`src/rtl/csa_resolver.sv`:
```
// Multi-cycle carry-propagate resolver: result = sum + (carry << 1), resolved CHUNK bits per cycle
// with a carry register between slices. Valid/ready handshakes on both sides.
module csa_resolver #(
    parameter int WIDTH = 8,
    parameter int CHUNK = 4
) (
    input  logic               clk,
    input  logic               rst_n,
    input  logic [WIDTH+2:0]   sum_in,
    input  logic [WIDTH+2:0]   carry_in,
    input  logic               valid_in,
    output logic               ready_out,
    output logic [WIDTH+4:0]   result_out,
    output logic               valid_out,
    input  logic               ready_in
);

    localparam int RW     = WIDTH + 5;
    localparam int NCHUNK = (RW + CHUNK - 1) / CHUNK;
    localparam int IW     = (NCHUNK > 1) ? $clog2(NCHUNK) : 1;
    localparam logic [RW-1:0] SLICE_MASK = RW'({CHUNK{1'b1}});

    generate
        if (CHUNK < 1 || CHUNK > RW) begin : g_bad_chunk
            $error("csa_resolver: CHUNK must be in 1..RW");
        end
    endgenerate

    typedef enum logic [1:0] {
        IDLE = 2'd0,
        ADD  = 2'd1,
        DONE = 2'd2
    } state_t;

    state_t          state_q, state_d;
    logic [RW-1:0]   a_q, a_d;
    logic [RW-1:0]   b_q, b_d;
    logic [RW-1:0]   res_q, res_d;
    logic            carry_q, carry_d;
    logic [IW-1:0]   idx_q, idx_d;

    int              shamt;
    logic [RW-1:0]   a_sh, b_sh, slice_val;
    logic [CHUNK:0]  slice_sum;

    always_ff @(posedge clk or negedge rst_n) begin
        if (!rst_n) begin
            state_q <= IDLE;
            a_q     <= '0;
            b_q     <= '0;
            res_q   <= '0;
            carry_q <= 1'b0;
            idx_q   <= '0;
        end else begin
            state_q <= state_d;
            a_q     <= a_d;
            b_q     <= b_d;
            res_q   <= res_d;
            carry_q <= carry_d;
            idx_q   <= idx_d;
        end
    end

    // Current slice: shifting the operands down keeps every select at a constant index,
    // and bits shifted in from above RW are zero, so a narrow last slice needs no special case.
    always_comb begin
        shamt     = int'(idx_q) * CHUNK;
        a_sh      = a_q >> shamt;
        b_sh      = b_q >> shamt;
        slice_sum = {1'b0, a_sh[CHUNK-1:0]} + {1'b0, b_sh[CHUNK-1:0]} + {{CHUNK{1'b0}}, carry_q};
        slice_val = RW'(slice_sum[CHUNK-1:0]);
    end

    always_comb begin
        state_d   = state_q;
        a_d       = a_q;
        b_d       = b_q;
        res_d     = res_q;
        carry_d   = carry_q;
        idx_d     = idx_q;
        ready_out = 1'b0;
        valid_out = 1'b0;
        unique case (state_q)
            IDLE: begin
                ready_out = 1'b1;
                if (valid_in) begin
                    a_d     = {2'b00, sum_in};
                    b_d     = {1'b0, carry_in, 1'b0};
                    carry_d = 1'b0;
                    idx_d   = '0;
                    state_d = ADD;
                end
            end
            ADD: begin
                res_d   = (res_q & ~(SLICE_MASK << shamt)) | (slice_val << shamt);
                carry_d = slice_sum[CHUNK];
                if (idx_q == IW'(NCHUNK - 1)) begin
                    idx_d   = '0;
                    state_d = DONE;
                end else begin
                    idx_d = idx_q + 1'b1;
                end
            end
            DONE: begin
                valid_out = 1'b1;
                if (ready_in) begin
                    state_d = IDLE;
                end
            end
            default: state_d = IDLE;
        endcase
    end

    assign result_out = res_q;

endmodule
```
`config.mk`:
```
export PLATFORM = sky130hd
export DESIGN_NAME = csa_resolver
export DESIGN_NICKNAME = d
export VERILOG_FILES = /design/src/rtl/csa_resolver.sv
export SDC_FILE = /design/constraint.sdc
export NUM_CORES = 1
export LEC_CHECK = 0
export CAP_MARGIN = 20
export CORE_MARGIN = 2
export CORE_UTILIZATION = 55
export CTS_BUF_LIST = sky130_fd_sc_hd__clkbuf_4
export DETAILED_ROUTE_END_ITERATION = 8
export PLACE_DENSITY_LB_ADDON = 0.1
export SLEW_MARGIN = 20
export SYNTH_ARGS = -nofsm -noshare
export SYNTH_HDL_FRONTEND = slang
export SYNTH_SLANG_ARGS = --single-unit
```
`constraint.sdc`:
```
create_clock -name clk -period 3.25 [get_ports clk]
set_input_delay 0.8125 -clock clk [delete_from_list [all_inputs] [get_ports clk]]
set_output_delay 0.8125 -clock clk [all_outputs]
set_load 0.02 [all_outputs]
```
; After elaboration in Yosys (flattened, before gate mapping)
; Index checks and enable logic that the tools add are counted.
[word_totals]
elab_cells = 38
register_bits = 40
[op_classes]
n_reduce_logical = 5
bitwise = 3
shifts = 4
n_eq_ne = 6
muxes = 11
add_sub_neg = 3
[op_table]
columns = cell, count
row1 = 13-bit AND, 1
row2 = 13-bit inverter, 1
row3 = 13-bit OR, 1
row4 = 4-bit by 4-bit left shift with 13-bit output, 1
row5 = "4-bit by 4-bit left shift with 13-bit output, first input constant", 1
row6 = 12-bit by 4-bit >> shifter with 4-bit output, 1
row7 = 11-bit by 4-bit >> shifter with 4-bit output, 1
row8 = 2-bit two-way mux, 5
row9 = "2-bit != test, second input constant", 3
row10 = 2-bit one-hot mux with 3 select lines, 1
row11 = 4-bit by 4-bit adder with 5-bit output, 1
row12 = 5-bit by 1-bit adder with 5-bit output, 1
row13 = "2-bit equality test, second input constant", 2
row14 = 2-bit one-hot mux with 2 select lines, 1
row15 = 2-bit AND reduction, 2
row16 = 1-bit two-way mux, 3
row17 = 3-bit AND reduction, 1
row18 = "2-bit by 1-bit adder with 2-bit output, second input constant", 1
row19 = "2-bit by 1-bit equality test with 1-bit output, second input constant", 1
row20 = 2-bit logical NOT, 1
row21 = 1-bit one-hot mux with 2 select lines, 1
row22 = 2-bit nonzero test, 1

; Depth between registers and ports, before layout
; Gate-level depths: netlist of the first run.
[depth]
word_depth = 5
ltp_mapped = 10

; Worst setup path before layout of the first run
; Ideal clock, no wire load.
[synth_timing]
path_type = reg-to-reg
from = register idx_q[1]
to = register carry_q
required_time_ns = 3.117
setup_time_ns = 0.133
path_buffers = 1
slack_ns = 1.074
path_stages_with_launch = 11
arrival_time_ns = 2.043
path_cell_list = dfrtp_1 -> buf_2 -> mux2i_1 -> nor2_1 -> a21oi_1 -> fa_1 -> inv_1 -> fa_1 -> a21o_1 -> a21oi_1 -> o22ai_1
[synth_via]
elab_chain_len = 4
word_cells_on_any_way = 5
classes_between = add/sub: 2 / shift: 2 / mux: 1
[synth_lines]
columns = item, line
row1 = start: declaration, 40  ; logic [IW-1:0] idx_q, idx_d;
row2 = start signal: assignment, 60  ; idx_q <= idx_d;
row3 = 11-bit by 4-bit >> shifter with 4-bit output or 12-bit by 4-bit >> shifter with 4-bit output (tied branches), "68, 69"
row4 = 4-bit by 4-bit adder with 5-bit output *, 70  ; slice_sum = {1'b0, a_sh[CHUNK-1:0]} + {1'b0, b_sh[CHUNK-1:0]} + {{CHUNK{1'b0}}, carry_q};
row5 = 5-bit by 1-bit adder with 5-bit output *, 70
row6 = 1-bit one-hot mux with 2 select lines *, 83  ; unique case (state_q)
row7 = end signal: assignment, 59  ; carry_q <= carry_d;
row8 = end: declaration, 39  ; logic carry_q, carry_d;
; Mark *: on every way between the ends. The rest lies on a longest branch, timed or not.
; A chain may end at the register's enable or synchronous reset.

; Worst setup path in the final report of the first run
[layout_timing]
from = register idx_q[1]
to = register res_q[9], in the netlist result_out[9]
[layout_via]
elab_chain_len = 5
word_cells_on_any_way = 9
classes_between = add/sub: 2 / shift: 4 / bitwise: 3
[layout_lines]
columns = item, line
row1 = 11-bit by 4-bit >> shifter with 4-bit output or 12-bit by 4-bit >> shifter with 4-bit output (tied branches), "68, 69"
row2 = 4-bit by 4-bit adder with 5-bit output, 70
row3 = 5-bit by 1-bit adder with 5-bit output, 70
row4 = 4-bit by 4-bit left shift with 13-bit output, 95  ; res_d = (res_q & ~(SLICE_MASK << shamt)) | (slice_val << shamt);
row5 = 13-bit OR *, 95
row6 = end signal: assignment, 58  ; res_q <= res_d;
row7 = end: declaration, 38  ; logic [RW-1:0] res_q, res_d;
; Marks and branches as above.

==> results of run 1 <==
cell usage in the layout, fill, tap and decap left out, types with 2 or more instances in the layout:
cell and count:
nand2b_1 2, mux2_4 16, dfrtp_1 40, nor2b_1 2
mux2_2 6, nand3b_1 3, mux2i_1 7, clkdlybuf4s50_1 39
nor3_1 3, a22o_1 7, inv_1 7, nand2_1 14
o21ai_0 9, ha_1 7, nor2_1 2, clkbuf_4 5
fa_1 2, clkinv_2 2, o31ai_1 5, nand3_1 2
a21o_1 2, a21oi_1 4
per-layer routing:
metal / up-vias / track usage (%) / share of wire [%]
met5: - / 0 / 0
met3: 4 / 5.28 / 4.3
met4: 0 / 8.70 / 1.4
met2: 35 / 34.4 / 51
met1: 659 / 23.9 / 43
li1: 632 / - / -
through the flow:
step | util [%] | power (W) | instances
3_3_place_gp | 69.9 | 0.00237 | 236
2_1_floorplan | - | 0.00199 | 158
6_report | 71.4 | 0.00263 | 244
4_1_cts | 71.4 | 0.00266 | 244
3_5_place_dp | 69.9 | 0.00241 | 236
5_1_grt | 71.4 | 0.00284 | 244
cell type report:
class	count	area, µm²	area share, %
Clock buffer	5	37.5	1.55
Clock inverter	3	13.8	0.568
Inverter	7	26.3	1.09
Multi-Input combinational cell	103	890	36.7
Sequential cell	40	1000	41.3
Tap cell	46	57.6	2.38
Timing Repair Buffer	40	395	16.3
power groups by stage:
stage	sequential, W	clock, W	combinational (W)
final	0.000947	0.000235	0.00145
after global routing	0.000983	0.000264	0.00160
after CTS	0.000951	0.000242	0.00146
after detailed placement	0.000961	0	0.00145
after global placement	0.000949	0	0.00142
after floorplan	0.000960	0	0.00103
worst paths after layout:
kind	startpoint	endpoint	slack (ns)	cells after the start
worst max-delay path	idx_q[1]	result_out[9]	0.66	6
worst min-delay path	result_out[8]	result_out[8]	0.50	2
worst max register to register	idx_q[1]	result_out[9]	0.66	6
worst min register to register	result_out[8]	result_out[8]	0.50	2
max in group asynchronous	rst_n	a_q[4]	2.15	1
min in group asynchronous	rst_n	result_out[12]	0.55	1
sequential cells by signal (all words and copies together), names as in the netlist:
signal and cells:
result_out 13, a_q 11, b_q 11, idx_q 2, state_q 2, carry_q 1
critical path, stage by stage, from the launching register on:
cell     delay [ns]
dfrtp_1        0.62
nor2b_1        0.51
a21oi_1        0.18
fa_1           0.43
inv_1          0.08
fa_1           0.45
a22o_1         0.23
cells by family (layout without fill, tap and decap cells):
logic type                 Yosys count  count (layout)  share of synthesized area, %
muxes                               29              29                          19.1
xor gates and xnor gates             1               1                         0.443
DFF                                 40              40                          50.7
buffers and inverters               15              55                          4.31
AOI/OAI and AO/OA                   30              30                          10.1
adders and majority gates            9               9                          6.46
and+or+nand+nor                     34              34                          8.87
==> metrics, run 1 <==
die area 4090 µm²; Tightest Pin Transition 0.851 ns; antenna violations before repair 0; Top Ports 41; Clk Latency, worst-skew pair 0.35 ns; fin area 2420 µm²; htree depth 2; Setup WS post-layout 0.658 ns; pre-CTS setup slack 0.654 ns; Cell Rows 21; CP max FO 15; most numerous cell in the Yosys netlist dfrtp_1; async set-reset flop share out of synthesis 100%; layout cells sized above 1 16.2%; Area Growth Syn to Fin 22.5%; largest net degree at the start of global routing 41; grt total ovfl 0; Fin. Hold Viols 0; Port Buffers 40; initial DRC count 97; worst hold slack 0.496 ns; P_sw 0.00107 W; DPL Wire Length 2700 µm; Slew Limit Fails 0; Cells after Synth 158; Synth top area share 50.7%; WS Path Type flip-flop to flip-flop; GR Util All Layers 20.1%; Peak VDD IR 0.000474 V; root buf cell clkbuf_4; sequential share of power 36.0%; Synth Area per Inst 12.5 µm²; Req. time, crit path 3.50 ns; FF+latch count, synth 40; first-pass GRT wire length 6250 µm; # fillers 256; top cell type by total area after synthesis dfrtp_1; clk buf depth 2; Area after DPL 2370 µm²; setup TNS 0 ns; cts repair resizes 0; Core Region 3390 µm²; ranking of synthesized cells by area dfrtp_1 51%, mux2_4 12%, ha_1 4.4%; CP Capture Type flip-flop; Max Cap Viol 0; postcts setup bufs 0; pwr/cell area 1090 nW/µm²; post-detailed-route count of antenna-violating nets 0; Cell Area, Synth 1980 µm²; via/cell ratio 5.45; Synth cell types 33; gpl congestion 0.878; Critical Path Source Type flip-flop; Comb pwr share 55.1%; CTS tree done; first-pass iteration count of the detailed router 4; clock power share 8.9%; number of synthesized flops with an enable pin 0; RSZ-0062 raised after global routing no; Syn Nets 193; Min Clock Period, post-route 2.59 ns; WP data arrival 2.84 ns; Antenna Cells 0; nets 232; Clock Sink Count 40; P_int 0.00156 W; # setup viols final 0; most instantiated cells after synthesis 40 x dfrtp_1, 16 x mux2_4, 14 x nand2_1, 9 x o21ai_0; switch share 40.6%; Final period util 79.7%; hold bufs inserted after CTS 0; Vert. Die Dim 63.9 µm; Hold Path Class flip-flop to flip-flop; clock skew 0.0159 ns; clk slew on worst S/H paths 0.12 ns; Die Width 63.9 µm; routed via count 1330; Primary FF master, synth dfrtp_1; number of synthesis warnings 0; Initial Util 58.3%; CTS Buf Count 5; Pleak 1.10 nW; sequential fraction of the synthesis area 50.7%; Slew Limit Headroom 43.3%; total wire length 3650 µm; wire length per cell 14.9 µm; DRC violations left 0; vias in the first global route 1340; f_max 386 MHz; status finished, final reports clean
Note: power is estimated with default switching activity, not from simulation.
==> run 2: changes to the inputs <==
--- a/config.mk
+++ b/config.mk
@@ -7,7 +7,7 @@
 export LEC_CHECK = 0
 export CAP_MARGIN = 20
 export CORE_MARGIN = 2
-export CORE_UTILIZATION = 55
+export CORE_UTILIZATION = 47
 export CTS_BUF_LIST = sky130_fd_sc_hd__clkbuf_4
 export DETAILED_ROUTE_END_ITERATION = 8
 export PLACE_DENSITY_LB_ADDON = 0.1
==> constraint.sdc (replaced) <==
create_clock -name clk -period 2.15 [get_ports clk]
set_input_delay 0.5375 -clock clk [delete_from_list [all_inputs] [get_ports clk]]
set_output_delay 0.5375 -clock clk [all_outputs]
set_load 0.02 [all_outputs]
==> run 2 against run 1 <==
  * Non-clock buffer count up 9
  * Register-to-register slack worse by 0.57 ns
  * Clock power up 52%
  * Global-route usage down 0.99 points
  * Count of clock-buffer cells in the layout unchanged
  * Final cell count up 5.3%
  * Combinational power up 68%
  * Total power up 59%
  * Critical path type unchanged
==> metrics, run 2 (synthesis gave the netlist of run 1 again) <==
status finished, final reports clean (unchanged); Cells after DPL 249 (was 236); initial DRC count 39 (was 97); Clock Sink Count 40 (unchanged); Initial Util 49.0% (was 58.3%); Req. time, crit path 2.38 ns (was 3.50 ns); Core Region 4030 µm² (was 3390 µm²); GR Util All Layers 19.2% (was 20.1%); Final period util 95.9% (was 79.7%); most common cell after layout, fill and taps aside dfrtp_1 (unchanged); fin area 2520 µm² (was 2420 µm²); Area Growth Syn to Fin 27.5% (was 22.5%); nets 241 (was 232); max reg flops 13 (unchanged); DRC violations left 0 (unchanged); WP data arrival 2.30 ns (was 2.84 ns); via/cell ratio 5.28 (was 5.45); WS Path Type flip-flop to flip-flop (unchanged); vias in the first global route 1394 (was 1340); htree depth 2 (unchanged); CP max FO 7 (was 15); Die Width 68.8 µm (was 63.9 µm); DPL Wire Length 2970 µm (was 2700 µm); most frequent cells in the layout 39 x dfrtp_1, 37 x clkdlybuf4s50_1, 16 x mux2_4, 14 x nand2_1, 8 x buf_4 (was 40 x dfrtp_1, 39 x clkdlybuf4s50_1, 16 x mux2_4, 14 x nand2_1, 9 x o21ai_0); root buf cell clkbuf_4 (unchanged); wire length per cell 15.5 µm (was 14.9 µm); layout cells sized above 1 22.7% (was 16.2%); clk slew on worst S/H paths 0.12 ns (about the same); antenna violations before repair 0 (unchanged); Critical Path Source Type flip-flop (unchanged); Pleak 1.17 nW (was 1.10 nW); routed via count 1358 (was 1330); CTS Buf Count 5 (unchanged); Fin. Hold Viols 0 (unchanged); Vert. Die Dim 68.8 µm (was 63.9 µm); Antenna Cells 0 (unchanged); Min Clock Period, post-route 2.06 ns (was 2.59 ns); Peak VDD IR 0.000648 V (was 0.000474 V); Clk Latency, worst-skew pair 0.34 ns (was 0.35 ns); Post-Route Utilization 62.5% (was 71.4%); f_max 485 MHz (was 386 MHz); Slew Limit Fails 0 (unchanged); largest net degree at the start of global routing 41 (unchanged); Cell Rows 23 (was 21); Top Ports 41 (unchanged); CTS tree done (unchanged); grt total ovfl 0 (unchanged); Hold Path Class input port to asynchronous set/reset pin (was flip-flop to flip-flop); Area after DPL 2440 µm² (was 2370 µm²); Tightest Pin Transition 0.492 ns (was 0.851 ns); CP Capture Type flip-flop (unchanged); total wire length 3980 µm (was 3650 µm); # setup viols final 0 (unchanged); die area 4740 µm² (was 4090 µm²); pwr/cell area 1660 nW/µm² (was 1090 nW/µm²); Port Buffers 40 (unchanged); first-pass GRT wire length 6530 µm (was 6250 µm); Finished Layout Cells 257 (was 244); Slew Limit Headroom 67.2% (was 43.3%); Max Cap Viol 0 (unchanged); gpl congestion 0.824 (was 0.878); clock skew 0.0107 ns (was 0.0159 ns); first-pass iteration count of the detailed router 4 (unchanged); post-detailed-route count of antenna-violating nets 0 (unchanged); clk buf depth 2 (unchanged)
==> run 2: changes by cell type in the layout (fill, tap and decap cells not counted), sizes merged <==
cell	delta
buf	+9
clkdlybuf4s50	-2
dlygate4sd2	+1
dlymetal6s2s	+1
==> run 2: final cells by class <==
cell class,instances,area (µm²)
clock buffer,5,37.5
clock inverter,3,13.8
fill,331,1510
inverter,7,26.3
multi-input combinational,103,910
sequential,40,1000
tap,50,62.6
timing repair buffer,49,468
==> run 2: power by group <==
group	internal [W]	switching (W)	leakage, nW
Clock	0.000120	0.000237	0.0324
Combinational	0.00125	0.00119	0.653
Sequential	0.00113	0.000253	0.483
==> run 2: timing repair <==
action                     CTS  global route
setup buffers                0             0
setup endpoints to repair    2            11
gates cloned                 0             0
pin swaps                    0             2
gates resized for setup      2            11
hold buffers                 0             0
==> run 2: path summary, 6_finish.rpt <==
check	start	endpoint	slack (ns)	cells past startpoint
max reg2reg	idx_q[1]	result_out[9]	0.09	7
min in group clk	result_out[11]	result_out[11]	0.49	2
max	idx_q[1]	result_out[9]	0.09	7
max in group asynchronous	rst_n	idx_q[1]	1.56	2
min	rst_n	result_out[8]	0.22	2
min reg2reg	result_out[11]	result_out[11]	0.49	2
==> run 2: worst max-delay path: stages (launching register included) <==
cell and delay (ns):
dfrtp_2 0.45, buf_6 0.14, and3_1 0.17, a21oi_2 0.05, fa_2 0.39, inv_1 0.08, fa_2 0.46, a22o_1 0.22
==> run 2: stage by stage <==
step                      hold WS (ns)  total power [W]  worst slack, ns  TNS, ns
final                            0.223          0.00418           0.0886        0
after global routing             0.254          0.00453          -0.0307  -0.0307
after CTS                        0.229          0.00412           0.0143        0
after detailed placement         0.474          0.00376           0.0281        0
after global placement           0.464          0.00369            0.107        0
after floorplan                  0.242          0.00302           0.0298        0
==> run 2: routing by layer <==
layer | wire, µm | part of all wire (%) | up-vias | GRT usage (%)
met3 | 150 | 3.8 | 9 | 4.87
li1 | - | - | 654 | -
met1 | 1680 | 42 | 658 | 23.2
met2 | 2070 | 52 | 37 | 32.3
met4 | 78 | 2.0 | 0 | 8.09
met5 | 0 | 0 | - | 0
==> run 3: changes to the inputs <==
--- a/config.mk
+++ b/config.mk
@@ -6,8 +6,9 @@
 export NUM_CORES = 1
 export LEC_CHECK = 0
 export CAP_MARGIN = 20
+export CORE_ASPECT_RATIO = 2
 export CORE_MARGIN = 2
-export CORE_UTILIZATION = 47
+export CORE_UTILIZATION = 53
 export CTS_BUF_LIST = sky130_fd_sc_hd__clkbuf_4
 export DETAILED_ROUTE_END_ITERATION = 8
 export PLACE_DENSITY_LB_ADDON = 0.1
==> constraint.sdc (replaced) <==
create_clock -name clk -period 1.9 [get_ports clk]
set_input_delay 0.475 -clock clk [delete_from_list [all_inputs] [get_ports clk]]
set_output_delay 0.475 -clock clk [all_outputs]
set_load 0.02 [all_outputs]
==> run 3 against run 2 <==
  * Sequential cell count did not move
  * Combinational power rose by 37%
  * Critical endpoint is now result_out[10]
  * Maximum frequency fell by 1.0%
  * The run now ends with negative setup slack left
  * Sequential power rose by 13%
  * Critical path type unchanged
  * Final cell count rose by 4.3%
  * Setup slack got worse by 0.27 ns
  * Critical path depth rose by 2
  * Utilization rose by 13 points
==> metrics, run 3 (synthesis gave the netlist of run 1 again) <==
GR Util All Layers 23.2% (was 19.2%); Fin. Hold Viols 0 (unchanged); Clk Latency, worst-skew pair 0.35 ns (was 0.34 ns); met3 GRT Util 4.20% (was 4.87%); root buf cell clkbuf_4 (unchanged); Top Ports 41 (unchanged); Peak VDD IR 0.00114 V (was 0.000648 V); met1 Use GR 25.0% (was 23.2%); Slew Limit Fails 0 (unchanged); Cell Rows 31 (was 23); Initial Util 54.8% (was 49.0%); RSZ-0062 raised after global routing yes; Min Clock Period, post-route 2.08 ns (was 2.06 ns); pwr/cell area 2000 nW/µm² (was 1660 nW/µm²); Die Width 47.2 µm (was 68.8 µm); hold bufs inserted after CTS 0 (unchanged); antenna violations before repair 0 (unchanged); met2 Track Usage GR 40.6% (was 32.3%); clock skew 0.0129 ns (was 0.0107 ns); DPL Wire Length 3300 µm (was 2970 µm); grt total ovfl 0 (unchanged); Vert. Die Dim 90.3 µm (was 68.8 µm); Final period util 110% (was 95.9%); nets 253 (was 241); # fillers 259 (was 331); GR peak layer met2 (unchanged); Pleak 1.24 nW (was 1.17 nW); Slew Limit Headroom 67.6% (was 67.2%); first-pass iteration count of the detailed router 4 (unchanged); CP max FO 5 (was 7); die area 4260 µm² (was 4740 µm²); Req. time, crit path 2.15 ns (was 2.38 ns); Core Region 3610 µm² (was 4030 µm²); vias in the first global route 1559 (was 1394); Max Cap Viol 0 (unchanged); CP Capture Type flip-flop (unchanged); first-pass GRT wire length 7110 µm (was 6530 µm); Area after DPL 2540 µm² (was 2440 µm²); DRC violations left 0 (unchanged); Critical Path Source Type flip-flop (unchanged); Setup WS post-layout -0.183 ns (was 0.0886 ns); clock power share 9.9% (was 8.5%); fin area 2730 µm² (was 2520 µm²); P_int 0.00329 W (was 0.00250 W); most common cell after layout, fill and taps aside dfrtp_1 (unchanged); sequential share of power 28.7% (was 33.1%); routed via count 1459 (was 1358); clk slew on worst S/H paths 0.12 ns (about the same); clk buf depth 2 (unchanged); layout cells sized above 1 31.1% (was 22.7%); initial DRC count 26 (was 39); wire length per cell 16.3 µm (was 15.5 µm); Clock Sink Count 40 (unchanged); Post-Route Utilization 75.5% (was 62.5%); Tightest Pin Transition 0.485 ns (was 0.492 ns); failing checks negative setup slack; Hold Path Class input port to asynchronous set/reset pin (unchanged); Comb pwr share 61.3% (was 58.4%); CTS Buf Count 5 (unchanged); status complete, but fails checks (was finished, final reports clean); Port Buffers 40 (unchanged); via/cell ratio 5.44 (was 5.28); max reg flops 13 (unchanged); gpl congestion 0.875 (was 0.824); Area Growth Syn to Fin 37.9% (was 27.5%); setup TNS -1.45 ns (was 0 ns); Antenna Cells 0 (unchanged); htree depth 2 (unchanged); post-detailed-route count of antenna-violating nets 0 (unchanged); WS Path Type flip-flop to flip-flop (unchanged); switch share 39.6% (was 40.3%); CTS tree done (unchanged); total wire length 4380 µm (was 3980 µm); # setup viols final 10 (was 0); most frequent cells in the layout 39 x dfrtp_1, 37 x clkdlybuf4s50_1, 16 x mux2_4, 14 x nand2_1, 14 x buf_4 (was 39 x dfrtp_1, 37 x clkdlybuf4s50_1, 16 x mux2_4, 14 x nand2_1, 8 x buf_4); f_max 480 MHz (was 485 MHz); largest net degree at the start of global routing 22 (was 41); P_sw 0.00216 W (was 0.00168 W); WP data arrival 2.33 ns (was 2.30 ns)
run 3: what timing repair did:
| item | CTS | global route |
|---|---|---|
| setup endpoints to repair | 13 | 13 |
| pin swaps | 6 | 0 |
| gates resized for setup | 20 | 6 |
| cloned | 0 | 0 |
| buffers inserted | 5 | 1 |
run 3: metal layers:
layer  routed length [µm]  part of all wire (%)
met1                 1540                    35
met2                 2590                    59
met3                  123                   2.8
met4                  133                   3.0
met5                    0                     0
run 3: layout make-up:
type / instances / area, µm² / area share [%]
Timing Repair Buffer: 61 / 604 / 22.2
Multi-Input combinational cell: 103 / 956 / 35.1
Sequential cell: 40 / 1000 / 36.8
Clock buffer: 5 / 37.5 / 1.38
Inverter: 7 / 26.3 / 0.964
Tap cell: 49 / 61.3 / 2.25
Clock inverter: 3 / 37.5 / 1.38
run 3: path summary, 6_finish.rpt:
| path | cells past startpoint | slack (ns) | from | endpoint |
|---|---|---|---|---|
| setup / recovery | 9 | -0.18 | idx_q[1] | result_out[10] |
| setup reg to reg | 9 | -0.18 | idx_q[1] | result_out[10] |
| hold reg to reg | 1 | 0.50 | result_out[12] | result_out[12] |
| min in group clk | 1 | 0.50 | result_out[12] | result_out[12] |
| max in group asynchronous | 2 | 1.33 | rst_n | idx_q[1] |
| hold / removal | 1 | 0.06 | rst_n | state_q[1] |
run 3: metrics by stage:
step,setup slack (ns),total power [W],hold slack [ns],cells
3_3_place_gp,-0.128,0.00443,0.452,255
6_report,-0.183,0.00545,0.0632,268
5_1_grt,-0.278,0.00580,0.0832,268
3_5_place_dp,-0.198,0.00454,0.469,255
4_1_cts,-0.147,0.00531,0.0840,267
2_1_floorplan,-0.126,0.00346,0.179,158
run 3: worst max-delay path: stages (launching register included):
cell     delay, ns
dfrtp_2       0.46
buf_6         0.13
mux2i_1       0.14
nor2_1        0.07
a21oi_2       0.14
fa_2          0.24
inv_2         0.04
fa_2          0.36
xor2_2        0.18
a22o_1        0.24
run 3: power groups by stage:
| stage | Sequential (W) | Clock [W] | Combinational (W) |
|---|---|---|---|
| floorplan | 0.00165 | 0 | 0.00181 |
| global placement | 0.00156 | 0 | 0.00287 |
| detailed placement | 0.00158 | 0 | 0.00296 |
| CTS | 0.00157 | 0.000552 | 0.00318 |
| global route | 0.00161 | 0.000597 | 0.00360 |
| finish | 0.00156 | 0.000542 | 0.00334 |
